File: config.mk
export PLATFORM = sky130hd
export DESIGN_NAME = fetch_queue_flat
export DESIGN_NICKNAME = d
export VERILOG_FILES = /design/src/rtl/fetch_queue_pkg.sv /design/src/rtl/fetch_queue_if.sv /design/src/rtl/fetch_queue_checker.sv /design/src/rtl/fetch_queue_slot_array.sv /design/src/rtl/fetch_queue.sv /design/src/flat_wrapper.sv
export SDC_FILE = /design/constraint.sdc
export NUM_CORES = 1
export LEC_CHECK = 0
export CAP_MARGIN = 15
export CORE_MARGIN = 2
export CORE_UTILIZATION = 52
export CTS_BUF_LIST = sky130_fd_sc_hd__clkbuf_16
export DETAILED_ROUTE_END_ITERATION = 8
export PLACE_DENSITY = 0.84
export REMOVE_ABC_BUFFERS = 1
export SETUP_SLACK_MARGIN = 0.05
export SLEW_MARGIN = 30
export SYNTH_ARGS = -nofsm -noshare
export SYNTH_HDL_FRONTEND = slang
export SYNTH_SLANG_ARGS = --single-unit
File: constraint.sdc
create_clock -name i_clk -period 4.7 [get_ports i_clk]
set_input_delay 0.94 -clock i_clk [delete_from_list [all_inputs] [get_ports i_clk]]
set_output_delay 0.94 -clock i_clk [all_outputs]
set_load 0.01 [all_outputs]
File: src/rtl/fetch_queue_pkg.sv
// Shared constants, slot record and small helpers for the instruction-fetch queue.
package fetch_queue_pkg;

    localparam int          XLEN      = 32;
    localparam logic        RESET_LO  = 1'b0;
    localparam logic [31:0] NOP_INSTR = 32'h0000_0013;

    typedef struct packed {
        logic [XLEN-1:0] pc;
        logic [XLEN-1:0] instr;
        logic            filled;
    } slot_t;

    function automatic logic is_word_aligned(input logic [XLEN-1:0] addr);
        return (addr[1:0] == 2'b00);
    endfunction

endpackage

File: src/rtl/fetch_queue_if.sv
// Instruction-memory and decode handshake bundle of the fetch stage.
interface fetch_queue_if;
    import fetch_queue_pkg::*;

    logic            o_imem_req;
    logic [XLEN-1:0] o_imem_addr;
    logic            i_imem_gnt;
    logic            i_imem_rvalid;
    logic [XLEN-1:0] i_imem_rdata;
    logic            o_valid;
    logic [XLEN-1:0] o_instr;
    logic [XLEN-1:0] o_instr_pc;
    logic            i_stall;
    logic            i_flush;

    modport master (
        output o_imem_req, o_imem_addr, o_valid, o_instr, o_instr_pc,
        input  i_imem_gnt, i_imem_rvalid, i_imem_rdata, i_stall, i_flush
    );

    modport slave (
        input  o_imem_req, o_imem_addr, o_valid, o_instr, o_instr_pc,
        output i_imem_gnt, i_imem_rvalid, i_imem_rdata, i_stall, i_flush
    );

endinterface

File: src/rtl/fetch_queue_checker.sv
// Protocol checks for the fetch queue: every kept response needs a waiting slot,
// and the discard counter must not wrap when a flush folds unfilled slots into it.
module fetch_queue_checker #(
    parameter int CW = 2
) (
    input logic          i_clk,
    input logic          i_rst,
    input logic          i_clk_en,
    input logic          i_rvalid,
    input logic          i_flush,
    input logic [CW-1:0] i_discard,
    input logic [CW-1:0] i_unfilled
);

    localparam logic [CW:0] MAX_DISCARD = {1'b0, {CW{1'b1}}};

    a_rsp_has_slot: assert property (@(posedge i_clk) disable iff (i_rst)
        (i_clk_en && i_rvalid && (i_discard == '0)) |-> (i_unfilled != '0))
        else $error("fetch_queue: response with no unfilled slot");

    a_discard_fits: assert property (@(posedge i_clk) disable iff (i_rst)
        (i_clk_en && i_flush) |-> (({1'b0, i_discard} + {1'b0, i_unfilled}) <= MAX_DISCARD))
        else $error("fetch_queue: discard counter overflow");

endmodule

File: src/rtl/fetch_queue_slot_array.sv
// Slot storage for in-order fetches: head/alloc/fill pointers, occupancy and unfilled counts.
module fetch_slot_array
    import fetch_queue_pkg::*;
#(
    parameter int DEPTH = 2,
    parameter int CW    = $clog2(DEPTH) + 1
) (
    input  logic            i_clk,
    input  logic            i_rst,
    input  logic            i_clk_en,
    input  logic            i_flush,
    input  logic            i_alloc,
    input  logic [XLEN-1:0] i_alloc_pc,
    input  logic            i_fill,
    input  logic [XLEN-1:0] i_fill_instr,
    input  logic            i_pop,
    output logic [CW-1:0]   o_count,
    output logic [CW-1:0]   o_unfilled,
    output slot_t           o_head
);

    localparam int PW = $clog2(DEPTH);

    slot_t          r_slots [DEPTH];
    logic [PW-1:0]  r_head;
    logic [PW-1:0]  r_alloc;
    logic [PW-1:0]  r_fill;
    logic [CW-1:0]  r_count;
    logic [CW-1:0]  r_unfilled;

    // Slot contents, pointers and counters; flush drops every allocation at once.
    always_ff @(posedge i_clk) begin
        if (i_rst) begin
            for (int i = 0; i < DEPTH; i++) begin
                r_slots[i] <= '0;
            end
            r_head     <= '0;
            r_alloc    <= '0;
            r_fill     <= '0;
            r_count    <= '0;
            r_unfilled <= '0;
        end else if (i_clk_en) begin
            if (i_flush) begin
                r_head     <= '0;
                r_alloc    <= '0;
                r_fill     <= '0;
                r_count    <= '0;
                r_unfilled <= '0;
            end else begin
                if (i_alloc) begin
                    r_slots[r_alloc].pc     <= i_alloc_pc;
                    r_slots[r_alloc].filled <= 1'b0;
                    r_alloc                 <= r_alloc + PW'(1);
                end
                if (i_fill) begin
                    r_slots[r_fill].instr  <= i_fill_instr;
                    r_slots[r_fill].filled <= 1'b1;
                    r_fill                 <= r_fill + PW'(1);
                end
                if (i_pop) begin
                    r_head <= r_head + PW'(1);
                end
                r_count    <= r_count + CW'(i_alloc) - CW'(i_pop);
                r_unfilled <= r_unfilled + CW'(i_alloc) - CW'(i_fill);
            end
        end
    end

    assign o_count    = r_count;
    assign o_unfilled = r_unfilled;
    assign o_head     = r_slots[r_head];

endmodule

File: src/rtl/fetch_queue.sv
// Instruction-fetch stage: requests at the PC, queues in-order results for decode, handles flush.
// Optional PC misalignment check enabled by defining FETCH_MISALIGN_CHECK_EN.
module fetch_queue
    import fetch_queue_pkg::*;
#(
    parameter int DEPTH = 2,
    parameter int CW    = $clog2(DEPTH) + 1
) (
    input  logic            i_clk,
    input  logic            i_rst,
    input  logic            i_clk_en,
    input  logic [XLEN-1:0] i_pc,
    output logic            o_pc_wr_en,
    input  logic            i_exception_f_stall,
    fetch_queue_if.master   fq,
    output logic            o_misalign
);

    logic [CW-1:0]   w_count;
    logic [CW-1:0]   w_unfilled;
    slot_t           w_head;
    logic            w_req_base;
    logic            w_req;
    logic            w_grant;
    logic            w_fill;
    logic            w_valid;
    logic            w_pop;
    logic [XLEN-1:0] w_instr;
    logic [XLEN-1:0] w_instr_pc;
    logic [CW-1:0]   r_discard;

    // Request depends only on enable, reset, flush, exception stall and occupancy.
    assign w_req_base = i_clk_en & ~i_rst & ~fq.i_flush & ~i_exception_f_stall
                      & (w_count < CW'(DEPTH));

`ifdef FETCH_MISALIGN_CHECK_EN
    logic w_pc_misaligned;
    logic r_misalign;

    assign w_pc_misaligned = ~is_word_aligned(i_pc);
    assign w_req           = w_req_base & ~w_pc_misaligned;

    // Sticky misalign flag, set by a suppressed request and cleared only by flush.
    always_ff @(posedge i_clk) begin
        if (i_rst) begin
            r_misalign <= 1'b0;
        end else if (i_clk_en) begin
            if (fq.i_flush) begin
                r_misalign <= 1'b0;
            end else if (w_req_base && w_pc_misaligned) begin
                r_misalign <= 1'b1;
            end else begin
                r_misalign <= r_misalign;
            end
        end else begin
            r_misalign <= r_misalign;
        end
    end

    assign o_misalign = r_misalign;
`else
    assign w_req      = w_req_base;
    assign o_misalign = 1'b0;
`endif

    assign w_grant = w_req & fq.i_imem_gnt;
    assign w_fill  = i_clk_en & fq.i_imem_rvalid & (r_discard == '0) & ~fq.i_flush;
    assign w_valid = w_head.filled & (w_count != '0);
    assign w_pop   = w_valid & ~fq.i_stall & i_clk_en;

    fetch_slot_array #(
        .DEPTH (DEPTH),
        .CW    (CW)
    ) u_slots (
        .i_clk        (i_clk),
        .i_rst        (i_rst),
        .i_clk_en     (i_clk_en),
        .i_flush      (fq.i_flush),
        .i_alloc      (w_grant),
        .i_alloc_pc   (i_pc),
        .i_fill       (w_fill),
        .i_fill_instr (fq.i_imem_rdata),
        .i_pop        (w_pop),
        .o_count      (w_count),
        .o_unfilled   (w_unfilled),
        .o_head       (w_head)
    );

    // Responses owed to flushed requests; a response arriving in the flush cycle retires one.
    always_ff @(posedge i_clk) begin
        if (i_rst) begin
            r_discard <= '0;
        end else if (i_clk_en) begin
            if (fq.i_flush) begin
                r_discard <= r_discard + w_unfilled - CW'(fq.i_imem_rvalid);
            end else if (fq.i_imem_rvalid && (r_discard != '0)) begin
                r_discard <= r_discard - CW'(1);
            end else begin
                r_discard <= r_discard;
            end
        end else begin
            r_discard <= r_discard;
        end
    end

    // Head presentation; an empty or unfilled head shows a NOP at PC 0.
    always_comb begin
        w_instr    = NOP_INSTR;
        w_instr_pc = 32'h0000_0000;
        if (w_valid) begin
            w_instr    = w_head.instr;
            w_instr_pc = w_head.pc;
        end else begin
            w_instr    = NOP_INSTR;
            w_instr_pc = 32'h0000_0000;
        end
    end

    assign fq.o_imem_req  = w_req;
    assign fq.o_imem_addr = i_pc;
    assign o_pc_wr_en     = w_grant;
    assign fq.o_valid     = w_valid;
    assign fq.o_instr     = w_instr;
    assign fq.o_instr_pc  = w_instr_pc;

`ifndef SYNTHESIS
    fetch_queue_checker #(
        .CW (CW)
    ) u_checker (
        .i_clk      (i_clk),
        .i_rst      (i_rst),
        .i_clk_en   (i_clk_en),
        .i_rvalid   (fq.i_imem_rvalid),
        .i_flush    (fq.i_flush),
        .i_discard  (r_discard),
        .i_unfilled (w_unfilled)
    );
`endif

endmodule

File: src/flat_wrapper.sv
// flat-port wrapper written by rule: the top's interface ports become plain ports
module fetch_queue_flat import fetch_queue_pkg::*;
#(
    parameter int DEPTH = 2,
    parameter int CW    = $clog2(DEPTH) + 1
)
  (i_clk, i_rst, i_clk_en, i_pc, o_pc_wr_en, i_exception_f_stall, o_misalign, fq_o_imem_req, fq_o_imem_addr, fq_o_valid, fq_o_instr, fq_o_instr_pc, fq_i_imem_gnt, fq_i_imem_rvalid, fq_i_imem_rdata, fq_i_stall, fq_i_flush);
  fetch_queue_if fq_i ();
  input  logic i_clk;
  input  logic i_rst;
  input  logic i_clk_en;
  input  logic [XLEN-1:0] i_pc;
  output logic o_pc_wr_en;
  input  logic i_exception_f_stall;
  output logic o_misalign;
  output wire logic [$bits(fq_i.o_imem_req)-1:0] fq_o_imem_req;
  output wire logic [$bits(fq_i.o_imem_addr)-1:0] fq_o_imem_addr;
  output wire logic [$bits(fq_i.o_valid)-1:0] fq_o_valid;
  output wire logic [$bits(fq_i.o_instr)-1:0] fq_o_instr;
  output wire logic [$bits(fq_i.o_instr_pc)-1:0] fq_o_instr_pc;
  input wire logic [$bits(fq_i.i_imem_gnt)-1:0] fq_i_imem_gnt;
  input wire logic [$bits(fq_i.i_imem_rvalid)-1:0] fq_i_imem_rvalid;
  input wire logic [$bits(fq_i.i_imem_rdata)-1:0] fq_i_imem_rdata;
  input wire logic [$bits(fq_i.i_stall)-1:0] fq_i_stall;
  input wire logic [$bits(fq_i.i_flush)-1:0] fq_i_flush;
  assign fq_o_imem_req = fq_i.o_imem_req;
  assign fq_o_imem_addr = fq_i.o_imem_addr;
  assign fq_o_valid = fq_i.o_valid;
  assign fq_o_instr = fq_i.o_instr;
  assign fq_o_instr_pc = fq_i.o_instr_pc;
  assign fq_i.i_imem_gnt = fq_i_imem_gnt;
  assign fq_i.i_imem_rvalid = fq_i_imem_rvalid;
  assign fq_i.i_imem_rdata = fq_i_imem_rdata;
  assign fq_i.i_stall = fq_i_stall;
  assign fq_i.i_flush = fq_i_flush;
  fetch_queue #(.DEPTH(DEPTH), .CW(CW)) u_core (.i_clk(i_clk), .i_rst(i_rst), .i_clk_en(i_clk_en), .i_pc(i_pc), .o_pc_wr_en(o_pc_wr_en), .i_exception_f_stall(i_exception_f_stall), .fq(fq_i), .o_misalign(o_misalign));
endmodule
==> out/metrics.csv <==
metric,value,unit
status,"finished, final reports clean",
Critical Path Start,i_clk_en,
routed len/inst,17.0,µm
Die Span X,118,µm
share of cells above drive strength 1,0.0736,
leading area contributor after synthesis,edfxtp_1,
CP startpoint kind,input pin,
worst path required time,3.76,ns
Pwr per Cell Area,324,mW/mm²
Core Area,0.0127,mm²
CTS Buf Count,17,
Synth cell types,38,
vias in the first global route,4615,
die area,0.0139,mm²
register area share after synthesis,0.604,
Final min period,3.86,ns
Async SR Flop Fraction,0,
Max-slew headroom,0.462,
Post-Syn Area per Cell,12.4,µm²
Worst Tran Pin Value,0.807,ns
total I/O pin count,172,
GRT overflow,0,
Antenna diodes,0,
Post-Syn Instances,544,
"Primary FF master, synth",edfxtp_1,
latest clock arrival within the worst-skew pair,0.42,ns
final wirelength,14700,µm
Die Ht,118,µm
area of the mapped netlist,0.00677,mm²
Post-DRT Antenna Nets,0,
first-pass GRT wire length,23100,µm
CP max FO,11,
initial core utilization,0.534,
routed vias/inst,5.11,
R2R Setup Slk,2.13,ns
Hold/Removal Path Class,reg -> reg,
CTS tree,built,
Yosys warnings,0,
initial antenna violation count,0,
leakage power,3.14,nW
largest net degree at the start of global routing,65,
nets,759,
Max Cap Viol,0,
hold_buf cts,0,
Final Util,0.707,
I/O Buffers,170,
Yosys top cell area share,0.568,
synth cell count leaders,"and2_1, edfxtp_1, nor2_1, mux2i_1, buf_4",
gr usage total,0.213,
CTS H-tree lvls,4,
Critical Path AT,2.92,ns
top post-synthesis cells by area,"edfxtp_1, and2_1, mux2i_1, buf_4, nor2_1",
Area growth syn-to-layout,32.5,%
worst reg2reg path depth,9,
post-CTS sizing,0,
Critical Path End Type,primary output,
period utilization,0.822,
Longest Clk Path Bufs,2,
"count leader, synth",and2_1,
Final Skew,0.00715,ns
initial detailed-routing violation count,305,
Final setup viols,0,
Post-DP HPWL,9540,µm
capture point of the worst reg-to-reg path,u_core.u_slots.o_count[1],
routability congestion estimate,0.801,
Vias,4422,
#FFs+latches synth,140,
number of synthesized flops with an enable pin,128,
TNS Setup,0,ns
endpoints failing hold,0,
CTS sink count,140,
CP Capture Point,o_pc_wr_en,
maximum VDD drop,0.261,mV
std cell rows,41,
Pins Over Slew Limit,0,
Fmax achieved,259,MHz
RSZ-0062 raised after global routing,false,
clk slew on worst S/H paths,0.05,ns
hold_ws,0.467,ns
Initial DRT Pass Iterations,5,
kind of critical path,in -> out,
DR DRC count,0,
clock root buffer,clkbuf_16,
Post CTS Setup Buffer Count,0,
==> how the worst min path moves through the flow <==
stage                                       startpoint                      endpoint  slack (ns)  depth (start not counted)
final                     u_core.u_slots.r_slots[0][0]  u_core.u_slots.r_slots[0][0]        0.47                          2
after global routing      u_core.u_slots.r_slots[1][0]  u_core.u_slots.r_slots[1][0]        0.50                          2
after CTS                 u_core.u_slots.r_slots[0][0]  u_core.u_slots.r_slots[0][0]        0.47                          2
after detailed placement  u_core.u_slots.r_slots[0][0]  u_core.u_slots.r_slots[0][0]        0.46                          2
after global placement    u_core.u_slots.r_slots[0][0]  u_core.u_slots.r_slots[0][0]        0.45                          2
after floorplan           u_core.u_slots.r_slots[0][0]  u_core.u_slots.r_slots[0][0]        0.44                          2
==> area by class of cell <==
cell class              count  area (µm²)
clock buffers              17         425
well taps                 172         215
flip-flops and latches    140        4090
repair buffers            181        1790
clock inverters            15         140
multi-input cells         330        2270
inverters                  10        37.5
fillers                   864        3710
==> cell families after synthesis <==
group / synth area share
other: 0.000554
DFF: 0.604
xor gates and xnor gates: 0.00647
adders and majority gates: 0.0129
buffers and inverters: 0.0625
and+or+nand+nor: 0.198
AOI/OAI and AO/OA: 0.0200
muxes: 0.0962
==> registers in the layout, summed over array words and instances, names as in the netlist, named ones only <==
register	flops
u_core.u_slots.o_unfilled	2
u_core.u_slots.r_fill	1
u_core.u_slots.r_slots	130
u_core.u_slots.r_head	1
u_core.u_slots.r_alloc	1
u_core.r_discard	2
u_core.u_slots.o_count	2
==> critical path, cell delays in order <==
cell and delay [ns]:
clkdlybuf4s50_1 0.70, nand2b_1 0.13, nor4_1 0.42, and2_1 0.20, clkdlybuf4s50_1 0.54
==> metrics by stage <==
stage / power (W) / cells / cell area, µm² / worst slack [ns]
after floorplan: 0.00152 / 480 / 6380 / -0.0198
after global placement: 0.00165 / 833 / 8390 / 0.904
after detailed placement: 0.00166 / 833 / 8400 / 0.861
after CTS: 0.00291 / 865 / 8960 / 0.843
after global routing: 0.00298 / 865 / 8960 / 0.650
final: 0.00290 / 865 / 8960 / 0.838
==> placed cells by master, fill, tap and decap left out, types with 2 or more instances in the layout <==
cell / instances
mux2i_1: 65
nand2_1: 7
edfxtp_1: 128
nand2b_1: 7
nor2b_1: 2
nor4_4: 3
o211ai_1: 2
or3_1: 3
inv_1: 11
a31oi_1: 2
clkbuf_16: 17
nand3b_1: 3
clkinv_4: 4
a22oi_1: 2
xnor2_1: 5
nor2_1: 67
or2_2: 3
a21oi_1: 5
ha_1: 7
clkinvlp_4: 4
clkdlybuf4s50_1: 170
dfxtp_1: 11
o31ai_1: 4
buf_4: 10
inv_6: 3
and2_1: 129
==> layer usage <==
metal / routed length (µm) / track usage
met5: 0 / 0
met1: 5900 / 0.247
met3: 787 / 0.0509
met4: 340 / 0.0919
met2: 7710 / 0.375
==> report_power, final <==
part	internal (W)	leakage (nW)	switching, W
Combinational	0.000112	1.45	0.000101
Clock	0.000734	0.267	0.000527
Sequential	0.00141	1.42	0.0000165
(Power assumes the default switching activity.)
==> patch 1: new RTL, same flow settings <==
The option `FETCH_MISALIGN_CHECK_EN` is turned on by a define.
--- a/src/rtl/fetch_queue.sv
+++ b/src/rtl/fetch_queue.sv
@@ -2,2 +2,4 @@
 // Optional PC misalignment check enabled by defining FETCH_MISALIGN_CHECK_EN.
+`define FETCH_MISALIGN_CHECK_EN
+
 module fetch_queue
Formal check against the unedited RTL: not equivalent (Yosys sat finds a counterexample within 4 cycles, from zero or initial values and one cycle with i_rst high).
==> patch 1 against the original RTL <==
  * Sequential cell count is 1 higher
  * Synthesized cell count is 0.74% lower
  * Worst setup slack worse by 0.20 ns
  * Wire length is 5.3% lower
  * Design area is 1.0% lower
  * Synthesized area is 0.57% lower
  * Critical path depth is 1 lower
  * Total power is 3.4% lower
  * Highest routed layer unchanged
==> patch 1: results (changes against the original RTL) <==
Outcome
  • Status: finished, final reports clean

Placed design
  • Dpl cell area: 0.00835 mm2 (-0.52%)
  • Gpl congestion: 0.831 (+3.8%)
  • Placement Setup Slack: 0.640 ns (-0.221 ns)
  • Port Buf Inserts: 171 (+0.59%)
  • Detail Placement HPWL: 9150 um (-4.1%)
  • Inst Count DP: 831 (-0.24%)

Critical path
  • Reg-to-reg slack, setup: 2.18 ns (+0.05 ns)
  • Crit. Startpoint: fq_i_flush
  • Max incr delay on CP: 0.62 ns (-0.08 ns)
  • Worst path arrival time: 3.12 ns (+0.20 ns)
  • Worst-path maximum fanout: 13 (+2)

Timing
  • Slew of the pin with the lowest slew margin: 0.815 ns (+0.00773 ns)
  • Clock skew: 0.00673 ns (-0.000421 ns)

Yosys
  • Synth top area cells: edfxtp_1, and2_1, mux2i_1, dfxtp_1, nor2_1
  • Distinct cells, synth: 42 (+11%)
  • Seq/Total Area, Yosys: 61.0% (+0.65 points)
  • Mapped Cells: 540 (-0.74%)

Hold path
  • Hold path start: u_core.o_misalign
  • Worst Hold Depth: 1 (-1)
  • Worst Hold End: u_core.o_misalign

Route
  • WL/cell: 16.2 um (-5.0%)
  • Vias: 4352 (-1.6%)
  • First drt pass iteration count: 4 (-1)
  • Starting DRT DRC Count: 278 (-8.9%)

Cells and area
  • Layout Nets: 757 (-0.26%)
  • Fin cells: 863 (-0.23%)
  • Ratio of cells with drive above 1 in the final layout: 6.08% (-1.3 points)

Global routing
  • GR met2 Demand/Resource: 37.0% (-0.51 points)
  • GRT Total Usage: 20.4% (-0.96 points)
  • Vias in the first global route: 4493 (-2.6%)
  • Met1 usage: 21.9% (-2.8 points)
  • First-pass GRT wire length: 21900 um (-5.1%)
  • Grt met3 use: 4.75% (-0.34 points)
## patch 1: worst register-to-register path: stages (launching register included)
cell and delay (ns):
dfxtp_1 0.34, or3b_1 0.51, nor3_1 0.40, inv_1 0.12
ha_1 0.30, inv_1 0.04, ha_1 0.18, xnor2_1 0.21
a2bb2oi_1 0.22, a21oi_1 0.10
## patch 1: worst max-delay path by stage
stage	cells past startpoint	slack, ns	endpoint
finish	4	0.64	o_pc_wr_en
global route	4	0.55	o_pc_wr_en
CTS	4	0.63	o_pc_wr_en
detailed placement	4	0.64	o_pc_wr_en
global placement	4	0.71	o_pc_wr_en
floorplan	4	0.01	fq_o_instr[0]
## patch 1: kinds of logic after synthesis
group                      synth area share [%]
AOI/OAI and AO/OA                          2.18
muxes                                      9.82
DFF                                        61.0
buffers and inverters                      6.42
other                                    0.0557
and+or+nand+nor                            18.6
adders and majority gates                  1.30
xor gates and xnor gates                  0.651
## patch 1: power groups by stage
stage | registers [mW] | clock network, mW | logic (mW)
detailed placement | 1.46 | 0 | 0.200
CTS | 1.44 | 1.18 | 0.202
global placement | 1.46 | 0 | 0.194
global route | 1.44 | 1.23 | 0.217
floorplan | 1.46 | 0 | 0.0674
finish | 1.44 | 1.17 | 0.200
## patch 1: area by class of cell
type	count	area, um2
clock buffer	17	425
clock inverter	15	91.3
fill	903	3750
inverter	11	41.3
multi-input combinational	328	2210
sequential	141	4110
tap	172	215
timing repair buffer	179	1780
## patch 1: through the flow
stage	hold WS (ns)	power [mW]
finish	0.480	2.80
global route	0.493	2.89
CTS	0.487	2.82
detailed placement	0.472	1.66
global placement	0.455	1.65
floorplan	0.444	1.52
## patch 1: metal layers
layer | vias to the layer above | wire, um
met4 | 0 | 502
met1 | 2106 | 5500
met2 | 99 | 7510
met3 | 37 | 445
met5 | - | 0
li1 | 2110 | -
==> patch 2: new RTL, same settings <==
Made on the original files. Set the package constant `XLEN` to 16 (it was 32).
--- a/src/rtl/fetch_queue_pkg.sv
+++ b/src/rtl/fetch_queue_pkg.sv
@@ -3,3 +3,3 @@
 
-    localparam int          XLEN      = 32;
+    localparam int          XLEN      = 16;
     localparam logic        RESET_LO  = 1'b0;
Interface: changed (5 resized); port bits go from 172 to 92. No check against the original RTL was run, so the function may have changed too.
==> patch 2 against the original RTL <==
  * Count of clock-buffer cells in the layout decreased by 8
  * Design area is 44% lower
  * Global-route usage decreased by 2.8 points
  * Sequential cell count is 64 lower
  * Worst setup slack got worse by 0.15 ns
  * Synthesized area shrank 43%
  * Sequential power fell by 46%
  * Wire length shrank 50%
  * Total power decreased by 44%
==> patch 2: results (changes against the original RTL) <==
CTS
  • Clk buf depth: 2 (unchanged)
  • Skew-Pair Late Insertion Delay: 0.32 ns (-0.10 ns)
  • H-tree depth: 3 (-1)
  • Post-CTS sizing: 0 (unchanged)
  • CTS Root Cell: clkbuf_16
  • CTS clk-pin slew, worst paths: 0.06 ns
  • Post-CTS Repair Setup Buffers: 0 (unchanged)
  • Cts bufs inserted: 9 (-8)

Route
  • WL/cell: 14.8 um (-13%)
  • First drt pass iteration count: 4 (-1)
  • Vias per cell: 5.14 (+0.61%)
  • Starting DRT DRC Count: 102 (-67%)

Global routing
  • Vias in the first global route: 2493 (-46%)
  • Initial antenna violation count: 0 (unchanged)
  • Largest net degree at the start of global routing: 33 (-49%)
  • GRT Total Usage: 18.5% (-2.8 points)
  • First-pass GRT wire length: 11800 um (-49%)

Timing
  • # setup viols final: 0 (unchanged)
  • Clock skew: 0.00647 ns (-0.000680 ns)
  • Slew of the pin with the lowest slew margin: 0.801 ns (-0.00624 ns)

Cells and area
  • FILL cells: 512 (-41%)
  • Biggest register: u_core.u_slots.r_slots
  • Ratio of cells with drive above 1 in the final layout: 11.4% (+4.0 points)
  • Max reg flops: 66 (-49%)
  • # diodes: 0 (unchanged)
  • Layout Nets: 439 (-42%)
  • Fin cells: 495 (-43%)

Power and ir drop
  • LEAKAGE: 1.77 nW (-43%)
  • Peak VDD IR: 0.204 mV (-22%)

Placed design
  • Port Buf Inserts: 90 (-47%)
  • Dpl cell area: 0.00469 mm2 (-44%)
  • Placement Setup Slack: 0.711 ns (-0.149 ns)
  • Gpl congestion: 0.793 (-1.0%)
  • Inst Count DP: 480 (-42%)
  • Detail Placement HPWL: 4900 um (-49%)

Yosys
  • Distinct cells, synth: 42 (+11%)
  • Seq/Total Area, Yosys: 56.5% (-3.8 points)
  • Compound-Gate Fraction of Synth Area: 3.79% (+1.8 points)
  • Top cells by count, synth: edfxtp_1, and2_1, nor2_1
  • Multiplexer share of the synthesized area: 8.64% (-0.98 points)
  • EDFF count, synth: 64 (-50%)
  • Synth top area cells: edfxtp_1, mux2i_1, and2_1, dfxtp_1, buf_4
  • Post-synth ARST share: 0% (unchanged)
  • Post-Syn Area per Cell: 11.9 um2 (-4.2%)
  • Most used DFF post-synth: edfxtp_1
  • Synth Warn #: 0 (unchanged)
  • Adder-Cell Fraction of Synth Area: 2.29% (+1.0 points)
  • Synth Area in XOR/XNOR: 1.14% (+0.50 points)

Critical path
  • Worst-path maximum fanout: 15 (+4)
  • Max incr delay on CP: 0.68 ns (-0.02 ns)
  • Worst path arrival time: 3.07 ns (+0.15 ns)
  • CP max-delay cell: or4b_4

Outcome
  • Status: finished, final reports clean

Hold path
  • Hold WC Path Type: flop to flop
-- patch 2: cell types whose count changed in the layout (fill, tap and decap cells not counted), sizes merged, moves of 2 or more --
cell and change:
clkdlybuf4s50 -80, and2 -65, edfxtp -64, mux2i -32, nor2 -31, buf -8, clkbuf -8, inv -4
clkinvlp -3, clkinv -2, nor3 +2, nor4 -2
-- patch 2: layout make-up --
cell class                 count  area (um2)  share of cell area (%)
clock buffer                   9         225                    4.50
sequential                    76        2160                    43.2
timing repair buffer          93         923                    18.4
tap                           99         124                    2.47
inverter                      11        41.3                   0.824
clock inverter                 6        90.1                    1.80
multi-input combinational    201        1440                    28.8
-- patch 2: critical path, delay by kind of cell --
| kind | cells | cell delay [ns] |
|---|---|---|
| simple gates | 2 | 0.89 |
| buf+inv | 2 | 1.24 |
-- patch 2: per-layer routing --
| metal | track usage, % | wire [um] | vias up |
|---|---|---|---|
| li1 | - | - | 1243 |
| met1 | 21.3 | 2910 | 1227 |
| met2 | 33.0 | 3940 | 61 |
| met3 | 3.69 | 300 | 15 |
| met4 | 9.10 | 180 | 0 |
| met5 | 0 | 0 | - |
-- patch 2: power by group --
group | internal (mW) | leakage, nW | switching, mW | total (mW)
clock network | 0.462 | 0.151 | 0.256 | 0.718
registers | 0.757 | 0.767 | 0.00908 | 0.766
logic | 0.0666 | 0.855 | 0.0615 | 0.128
total | 1.29 | 1.77 | 0.326 | 1.61
-- patch 2: path summary, 6_finish.rpt --
kind,startpoint,cells past startpoint,slack (ns),endpoint
hold / removal,u_core.u_slots.r_slots[0][0],2,0.47,u_core.u_slots.r_slots[0][0]
hold reg to reg,u_core.u_slots.r_slots[0][0],2,0.47,u_core.u_slots.r_slots[0][0]
setup reg to reg,flop,9,2.09,u_core.u_slots.o_count[1]
setup / recovery,fq_i_flush,4,0.69,o_pc_wr_en
